$ cat config.mk
export PLATFORM = sky130hd
export DESIGN_NAME = imm_gen_pipe
export DESIGN_NICKNAME = d
export VERILOG_FILES = /design/src/rtl/imm_gen_pipe.sv
export SDC_FILE = /design/constraint.sdc
export NUM_CORES = 1
export LEC_CHECK = 0
export CAP_MARGIN = 10
export CORE_MARGIN = 1.5
export CORE_UTILIZATION = 40
export DETAILED_ROUTE_END_ITERATION = 8
export PLACE_DENSITY_LB_ADDON = 0.12
export SETUP_SLACK_MARGIN = 0.4
export SLEW_MARGIN = 20
export SYNTH_ARGS = -nofsm -noshare
export SYNTH_HDL_FRONTEND = slang
export SYNTH_SLANG_ARGS = --single-unit
$ cat constraint.sdc
create_clock -name clk -period 1.89 [get_ports clk]
set_input_delay 0.4725 -clock clk [delete_from_list [all_inputs] [get_ports clk]]
set_output_delay 0.4725 -clock clk [all_outputs]
set_load 0.05 [all_outputs]
$ cat src/rtl/imm_gen_pipe.sv
// Registered RISC-V immediate generator with a 2-entry skid buffer on valid/ready.
// Define IMM_GEN_SELECT_CHECK_EN to add the select_error output.
module imm_gen_pipe #(
  parameter int XLEN  = 32,
  parameter int TAG_W = 4
) (
  input  logic             clk,
  input  logic             rst_n,
  input  logic             flush,
  input  logic             in_valid,
  output logic             in_ready,
  input  logic [31:0]      in_instruction,
  input  logic [2:0]       in_immediate_select,
  input  logic [TAG_W-1:0] in_tag,
  output logic             out_valid,
  input  logic             out_ready,
  output logic [XLEN-1:0]  out_immediate,
  output logic [TAG_W-1:0] out_tag
`ifdef IMM_GEN_SELECT_CHECK_EN
  ,
  output logic             select_error
`endif
);

  logic [31:0]      imm32;
  logic [XLEN-1:0]  immExt;
  logic [1:0]       count_q, count_d;
  logic             in_ready_q;
  logic [XLEN-1:0]  headImm_q, tailImm_q;
  logic [TAG_W-1:0] headTag_q, tailTag_q;
  logic             push, pop, loadHead, loadTail, shiftTail;

  // Every format's top bit is inst[31] (zimm's is 0), so one 32-bit sign-extend covers XLEN=64.
  always_comb begin
    imm32 = 32'd0;
    case (in_immediate_select)
      3'b001:  imm32 = {{20{in_instruction[31]}}, in_instruction[31:20]};
      3'b010:  imm32 = {{20{in_instruction[31]}}, in_instruction[31:25], in_instruction[11:7]};
      3'b011:  imm32 = {{19{in_instruction[31]}}, in_instruction[31], in_instruction[7],
                        in_instruction[30:25], in_instruction[11:8], 1'b0};
      3'b100:  imm32 = {in_instruction[31:12], 12'd0};
      3'b101:  imm32 = {{11{in_instruction[31]}}, in_instruction[31], in_instruction[19:12],
                        in_instruction[20], in_instruction[30:21], 1'b0};
      3'b110:  imm32 = {27'd0, in_instruction[19:15]};
      default: imm32 = 32'd0;
    endcase
  end

  assign immExt = XLEN'($signed(imm32));

  assign push      = in_valid && in_ready_q;
  assign pop       = (count_q != 2'd0) && out_ready;
  assign loadHead  = push && ((count_q == 2'd0) || ((count_q == 2'd1) && pop));
  assign loadTail  = push && (count_q == 2'd1) && !pop;
  assign shiftTail = pop && (count_q == 2'd2);

  always_comb begin
    count_d = count_q;
    if (flush)
      count_d = 2'd0;
    else if (push && !pop)
      count_d = count_q + 2'd1;
    else if (pop && !push)
      count_d = count_q - 2'd1;
  end

  // in_ready is a registered copy of "room after this edge", so it never sees out_ready combinationally.
  always_ff @(posedge clk or negedge rst_n) begin
    if (!rst_n) begin
      count_q    <= 2'd0;
      in_ready_q <= 1'b0;
      headImm_q  <= '0;
      headTag_q  <= '0;
      tailImm_q  <= '0;
      tailTag_q  <= '0;
    end else begin
      count_q    <= count_d;
      in_ready_q <= (count_d != 2'd2);
      if (!flush) begin
        if (loadHead) begin
          headImm_q <= immExt;
          headTag_q <= in_tag;
        end else if (shiftTail) begin
          headImm_q <= tailImm_q;
          headTag_q <= tailTag_q;
        end
        if (loadTail) begin
          tailImm_q <= immExt;
          tailTag_q <= in_tag;
        end
      end
    end
  end

`ifdef IMM_GEN_SELECT_CHECK_EN
  logic selErr, headErr_q, tailErr_q;

  assign selErr = (in_immediate_select == 3'b111) ||
                  ((in_immediate_select == 3'b110) && (in_instruction[6:0] != 7'b1110011));

  always_ff @(posedge clk or negedge rst_n) begin
    if (!rst_n) begin
      headErr_q <= 1'b0;
      tailErr_q <= 1'b0;
    end else if (!flush) begin
      if (loadHead)
        headErr_q <= selErr;
      else if (shiftTail)
        headErr_q <= tailErr_q;
      if (loadTail)
        tailErr_q <= selErr;
    end
  end

  assign select_error = headErr_q;
`endif

  assign in_ready      = in_ready_q;
  assign out_valid     = (count_q != 2'd0);
  assign out_immediate = headImm_q;
  assign out_tag       = headTag_q;

endmodule

==> results by group, run 1 <==
Global route
  • Overflow after GRT: 0
  • Pin count of the biggest net entering global routing: 57
  • Initial antenna violation count: 0
  • Vias in the first global route: 3794
  • Total Routing Usage GR: about a quarter
  • Global-route wire length before repair: 19200 um

Worst setup path
  • Worst Path Required: roughly 2100 ps
  • Critical path startpoint category: flop
  • Crit Path Class: flop to flop
  • Critical Path Sink Type: flop
  • Worst EP arrival: 1960 ps
  • CP max-delay cell: or3b_4
  • WP buf/inv: 2
  • Critical-path cell list: inv_2 > ha_4 > nand2b_4 > or3b_4 > buf_12 > nand2_2 > o21ai_2
  • Critical path's top delay family: simple AND/OR/NAND/NOR gates
  • Slowest stage delay, CP: 440 ps
  • Worst Path Max Fanout: 26

Drt
  • Drt total wl: between 10000 and 15000 um
  • First-pass detailed-route iteration total: 4
  • Routed wire length per instance: 17.4 um
  • DR vias/cell: between 5 and 6
  • Via Count: 3753
  • Post-route ant nets: 0
  • DRC: 0
  • Starting DRT DRC Count: 210

Floorplan
  • Core area: 0.00937 sq mm
  • IO Pins: 82
  • Height of the die: 102 um
  • Chip width: 102 um
  • Initial Utilization: a little over two fifths
  • Row count: 35
  • Die ar.: 0.0104 sq mm

Logic synthesis
  • Number of synthesized flops with an enable pin: 0
  • Seq/Total Area, Yosys: 48.1%
  • Post-synth ARST share: 100%
  • Synthesized area: 0.00390 sq mm
  • Synth top area cells: dfrtp_1 (48%), nand2_1 (10%), o21ai_0 (4.0%)
  • Synth warnings: 0
  • Synth Area per Inst: around 9 sq um
  • Cells after Synth: 436
  • Netlist cell types: 42
  • Syn_nets: 483
  • Top_reg_cell synth: dfrtp_1
  • Share of the synthesized area in the top cell type: approximately 48%
  • Area leader, netlist: dfrtp_1
  • Seq cells post-synth: 75

Clock network
  • CTS Sinks: 75
  • H-tree levels: 3
  • Clock transition at the registers of the reported paths: 80 ps
  • CTS tree: done
  • Clock Latency Late Sink: between 300 and 400 ps
  • Clk buf depth: 2
  • Clock root cell: clkbuf_8
  • CTS buffer count: 9

Timing
  • RSZ-0062 raised after global routing: true
  • Fin crit share: 90.7%
  • Relative slew margins: 73.8%
  • Min Hold Slack: 473 ps
  • Clk_skew: 6.65 ps
  • Slew Limit Fails: 0
  • Final Critical Period: around 1700 ps
  • Hold Vio Cnt, Final: 0
  • Slew at the pin closest to its max-slew limit: slightly below 400 ps
  • # setup viols final: 0
  • FMAX: about 580 MHz

Power
  • VDD IR max: slightly below 0.7 mV
  • Power Density: 1580 mW/mm^2
  • Power share of the clock group: between 10 and 15%
  • Power, Total: 9.33 mW
  • Comb pwr share: about three fifths
  • Switching share of power: between 40 and 50%
  • Switch Pwr: roughly 4.1 mW
  • P_int: 5.20 mW
  • Seq pwr share: 28.6%
  • Leak: 2.60 nW

Placement
  • Placed wire-length estimate: 6820 um
  • Port buffer count: 74
  • GP Congestion: between 0.7 and 0.8

Cells and area
  • Final net count: 600
  • Share of post-route cells with drive strength above 1: 36.9%
  • Ant. Diodes: 0
  • Area grow syn2layout: 51.2%

Outcome
  • Outcome: completed

Job
  • Total of max-cap violations: 0

Worst hold path
  • Hold Path Class: flop to flop
==> registers in the layout, summed over array words and instances, names as in the netlist <==
name           flops
out_tag            4
tailImm_q         32
tailTag_q          4
count_q            2
in_ready           1
out_immediate     32
==> layout make-up <==
cell class	count	area, sq um
clock buffers	14	163
clock inverters	2	10.0
fillers	808	3470
inverters	14	52.6
multi-input cells	310	2120
flip-flops and latches	75	1880
well taps	129	161
repair buffers	143	1520
==> synthesized netlist by cell type, types with 2 or more instances <==
master / number
nand2_1: 108
a21oi_1: 12
inv_1: 14
a2111oi_0: 6
a311oi_1: 14
o31ai_1: 4
xnor2_1: 2
or2_1: 2
a31oi_1: 17
ha_1: 3
nand3b_1: 7
o2bb2ai_1: 4
o21ai_0: 31
o21a_1: 2
dfrtp_1: 75
o21ai_1: 16
nand4b_1: 5
nand2b_1: 4
buf_6: 9
o211ai_1: 5
clkbuf_1: 14
nand3_1: 11
mux2i_1: 5
o211a_1: 2
buf_2: 13
a211oi_1: 5
o21ai_2: 15
nor2_1: 17
==> cell families after synthesis <==
logic type | after synthesis | synth area share (%)
buffers and inverters | 51 | 7.08
AND/OR/NAND/NOR | 164 | 18.7
AO/OA/AOI/OAI | 136 | 23.4
multiplexers | 5 | 1.28
XOR/XNOR | 2 | 0.449
flip-flops | 75 | 48.1
adder cells (fa/ha/maj) | 3 | 0.961
==> worst paths after layout <==
check	start	end	slack (ps)	cells past startpoint
min in group asynchronous	rst_n	out_immediate[19]$_DFFE_PN0P_	540	2
max reg2reg	count_q[0]$_DFF_PN0_	tailImm_q[30]$_DFFE_PN0P_	180	7
max	count_q[0]$_DFF_PN0_	tailImm_q[30]$_DFFE_PN0P_	180	7
max in group asynchronous	rst_n	out_immediate[29]$_DFFE_PN0P_	750	3
min reg2reg	tailImm_q[4]$_DFFE_PN0P_	tailImm_q[4]$_DFFE_PN0P_	470	2
min	tailImm_q[4]$_DFFE_PN0P_	tailImm_q[4]$_DFFE_PN0P_	470	2
==> power groups by stage <==
stage               logic [mW]  clock network (mW)  registers, mW
finish                    5.51                1.15           2.67
global route              5.91                1.24           2.74
CTS                       5.21                1.15           2.65
detailed placement        4.23                   0           2.68
global placement          4.17                   0           2.65
floorplan                 1.87                   0           3.66
==> cell usage in the layout (no fill, tap or decap), drive strengths merged, types with 14 or more instances in the layout <==
cell type and count:
a31oi 17, a311oi 14, o21ai 62, clkdlybuf4s50 30
inv 14, buf 107, clkbuf 14, nand2 109
nor2 17, dfrtp 75
==> per-stage QoR <==
stage	setup slack (ps)	instance area (sq um)	TNS [ps]	cells	utilization [%]
2_1_floorplan	233	3980	0	436	-
3_3_place_gp	-216	4980	-12510	641	53.1
3_5_place_dp	-239	4980	-13750	641	53.1
4_1_cts	185	5760	0	678	61.5
5_1_grt	97.6	5900	0	687	63.0
6_report	175	5900	0	687	63.0
==> routing by layer <==
| layer | global-route usage (%) | part of all wire, % | vias to the layer above | wire length [um] |
|---|---|---|---|---|
| met3 | 4.49 | 4.8 | 16 | 575 |
| met5 | 0 | 0 | - | 0 |
| met1 | 30.6 | 44 | 1848 | 5270 |
| li1 | - | - | 1776 | - |
| met4 | 8.44 | 1.5 | 0 | 180 |
| met2 | 41.6 | 50 | 113 | 5920 |
==> worst register-to-register path, stage by stage, from the launching register on <==
cell and delay [ps]:
dfrtp_1 410, inv_2 100, ha_4 170, nand2b_4 130
or3b_4 440, buf_12 210, nand2_2 90, o21ai_2 60
==> timing repair <==
item / CTS / global route
hold buffers: 1 / 0
setup endpoints to repair: 75 / 75
pin swaps: 15 / 3
hold endpoints to repair: 10 / 0
resized for setup: 80 / 19
buffers inserted: 13 / 9
cloned: 7 / 0
(Power assumes the default switching activity.)
==> run 2: changes to the inputs <==
==> constraint.sdc (replaced) <==
create_clock -name clk -period 1.65 [get_ports clk]
set_input_delay 0.4125 -clock clk [delete_from_list [all_inputs] [get_ports clk]]
set_output_delay 0.4125 -clock clk [all_outputs]
set_load 0.05 [all_outputs]
==> run 2 against run 1 <==
Maximum frequency up 0.80%. Routed wire length up 2.2%. Via count up 1.2%. Die area unchanged. The flow now finishes with violations (setup timing). Core utilization up 5.1 points. Critical path type unchanged. Critical endpoint is now out_immediate[29]$_DFFE_PN0P_.
==> results by group, run 2 (synthesis results as in run 1) <==
Clock network
  • Clock transition at the registers of the reported paths: 80 ps
  • CTS Sinks: 75
  • CTS tree: done
  • CTS buffer count: 9
  • H-tree levels: 3
  • Clk buf depth: 2
  • Clock Latency Late Sink: roughly 350 ps
  • Clock root cell: clkbuf_8

Power
  • Leak: 2.78 nW
  • Power Density: 1870 mW/mm^2
  • Power, Total: 11.9 mW
  • VDD IR max: ~0.92 mV

Global route
  • Pin count of the biggest net entering global routing: 76
  • Initial antenna violation count: 0
  • Overflow after GRT: 0
  • Global-route wire length before repair: 18100 um
  • Vias in the first global route: 3631
  • Total Routing Usage GR: 22.6%

Drt
  • DRC: 0
  • Starting DRT DRC Count: between 200 and 300
  • Routed wire length per instance: 17.6 um
  • First-pass detailed-route iteration total: 4
  • Drt total wl: around 12000 um
  • DR vias/cell: approximately 5.5
  • Post-route ant nets: 0
  • Via Count: 3799

Placement
  • Port buffer count: 74
  • Placed instance count: 651
  • GP Congestion: 0.833
  • Placed wire-length estimate: 6970 um

Timing
  • Clk_skew: 7.59 ps
  • # setup viols final: just under 60
  • Final Critical Period: 1700 ps
  • Slew at the pin closest to its max-slew limit: slightly above 400 ps
  • Relative slew margins: ~73%
  • FMAX: 588 MHz
  • RSZ-0062 raised after global routing: true
  • PnR worst setup slack: -51.0 ps
  • Setup TNS: -1610 ps
  • Fin crit share: 103%
  • Hold Vio Cnt, Final: 0
  • Min Hold Slack: roughly 45 ps
  • Slew Limit Fails: 0

Worst setup path
  • Crit Path Class: flop to flop
  • Worst Path Required: between 1500 and 2000 ps
  • Worst Path Max Fanout: 13
  • Critical Path Sink Type: flop
  • Worst EP arrival: slightly below 2000 ps
  • Critical path startpoint category: flop

Worst hold path
  • Hold Path Class: input pin to async pin

Cells and area
  • Final net count: 607
  • Commonest non-fill, non-tap cells in the layout: nand2_1 (92), dfrtp_1 (74), buf_12 (51)
  • Ant. Diodes: 0
  • Fill cells: between 700 and 800
  • Share of post-route cells with drive strength above 1: between 30% and 40%
  • Most common cell after layout, fill and taps aside: nand2_1
  • Cell Count, Final, Fillers Out: 694
  • Area grow syn2layout: 63.5%

Floorplan
  • Die ar.: 0.0104 sq mm
  • Row count: 35
  • Core area: about 0.0094 sq mm
  • Chip width: 102 um
  • Height of the die: just over 100 um
  • Initial Utilization: 41.7%
  • IO Pins: 82

Outcome
  • Outcome: finished with violations
  • Failing checks: setup timing

Job
  • Total of max-cap violations: 0
## run 2: cell types whose count changed in the layout (fill, tap and decap cells not counted), moves of 3 or more
| cell | delta |
|---|---|
| dlygate4sd2_1 | -3 |
| a21oi_1 | +5 |
| buf_4 | -30 |
| clkbuf_16 | +5 |
| buf_12 | +34 |
| o21ai_2 | -4 |
| a21oi_2 | -6 |
| clkbuf_1 | -3 |
| buf_16 | -3 |
| a2111oi_4 | -4 |
## run 2: final cells by class
class / instances / area [sq um] / area share, %
well taps: 129 / 161 / 2.53
inverters: 14 / 55.1 / 0.862
clock buffers: 10 / 138 / 2.16
repair buffers: 150 / 2040 / 32.0
clock inverters: 6 / 88.8 / 1.39
flip-flops and latches: 75 / 1880 / 29.4
multi-input cells: 310 / 2020 / 31.6
## run 2: through the flow
stage	setup slack (ps)	area, sq um	util [%]
2_1_floorplan	-6.62	3980	-
3_5_place_dp	-460	5530	59.0
3_3_place_gp	-369	5530	59.0
4_1_cts	-36.0	6120	65.3
6_report	-51.0	6380	68.1
5_1_grt	-147	6380	68.1
## run 2: layer usage
metal	vias to the layer above	share of wire, %	global-route usage, %
met1	1857	42	29.2
met4	0	3.1	6.20
met5	-	0	0
met3	31	5.1	5.73
li1	1790	-	-
met2	121	50	37.6
## run 2: power by group
group	internal, mW	switching (mW)
clock	0.893	0.722
combinational	3.55	3.56
sequential	2.59	0.628
## run 2: what timing repair did
item,4_1_cts,5_1_grt
gates cloned,3,8
hold buffers,0,0
gates resized for setup,57,13
endpoints found under the setup margin,113,113
setup buffers,10,6
pin swaps,3,2
## run 2: critical path: stages (launching register included)
cell and delay, ps:
dfrtp_1 410, ha_2 210, a21oi_2 180, buf_6 170, nor2_4 60, buf_4 150
buf_16 140, o21ai_0 180, o21ai_1 80
## run 2: path summary, 6_finish.rpt
check | startpoint | to | slack, ps | depth (start not counted)
max | count_q[0]$_DFF_PN0_ | out_immediate[29]$_DFFE_PN0P_ | -50 | 8
min | rst_n | out_tag[2]$_DFFE_PN0P_ | 40 | 2
max reg2reg | count_q[0]$_DFF_PN0_ | out_immediate[29]$_DFFE_PN0P_ | -50 | 8
min reg2reg | tailImm_q[17]$_DFFE_PN0P_ | tailImm_q[17]$_DFFE_PN0P_ | 480 | 2
max in group asynchronous | rst_n | in_ready$_DFF_PN0_ | 1260 | 2
min in group clk | tailImm_q[17]$_DFFE_PN0P_ | tailImm_q[17]$_DFFE_PN0P_ | 480 | 2
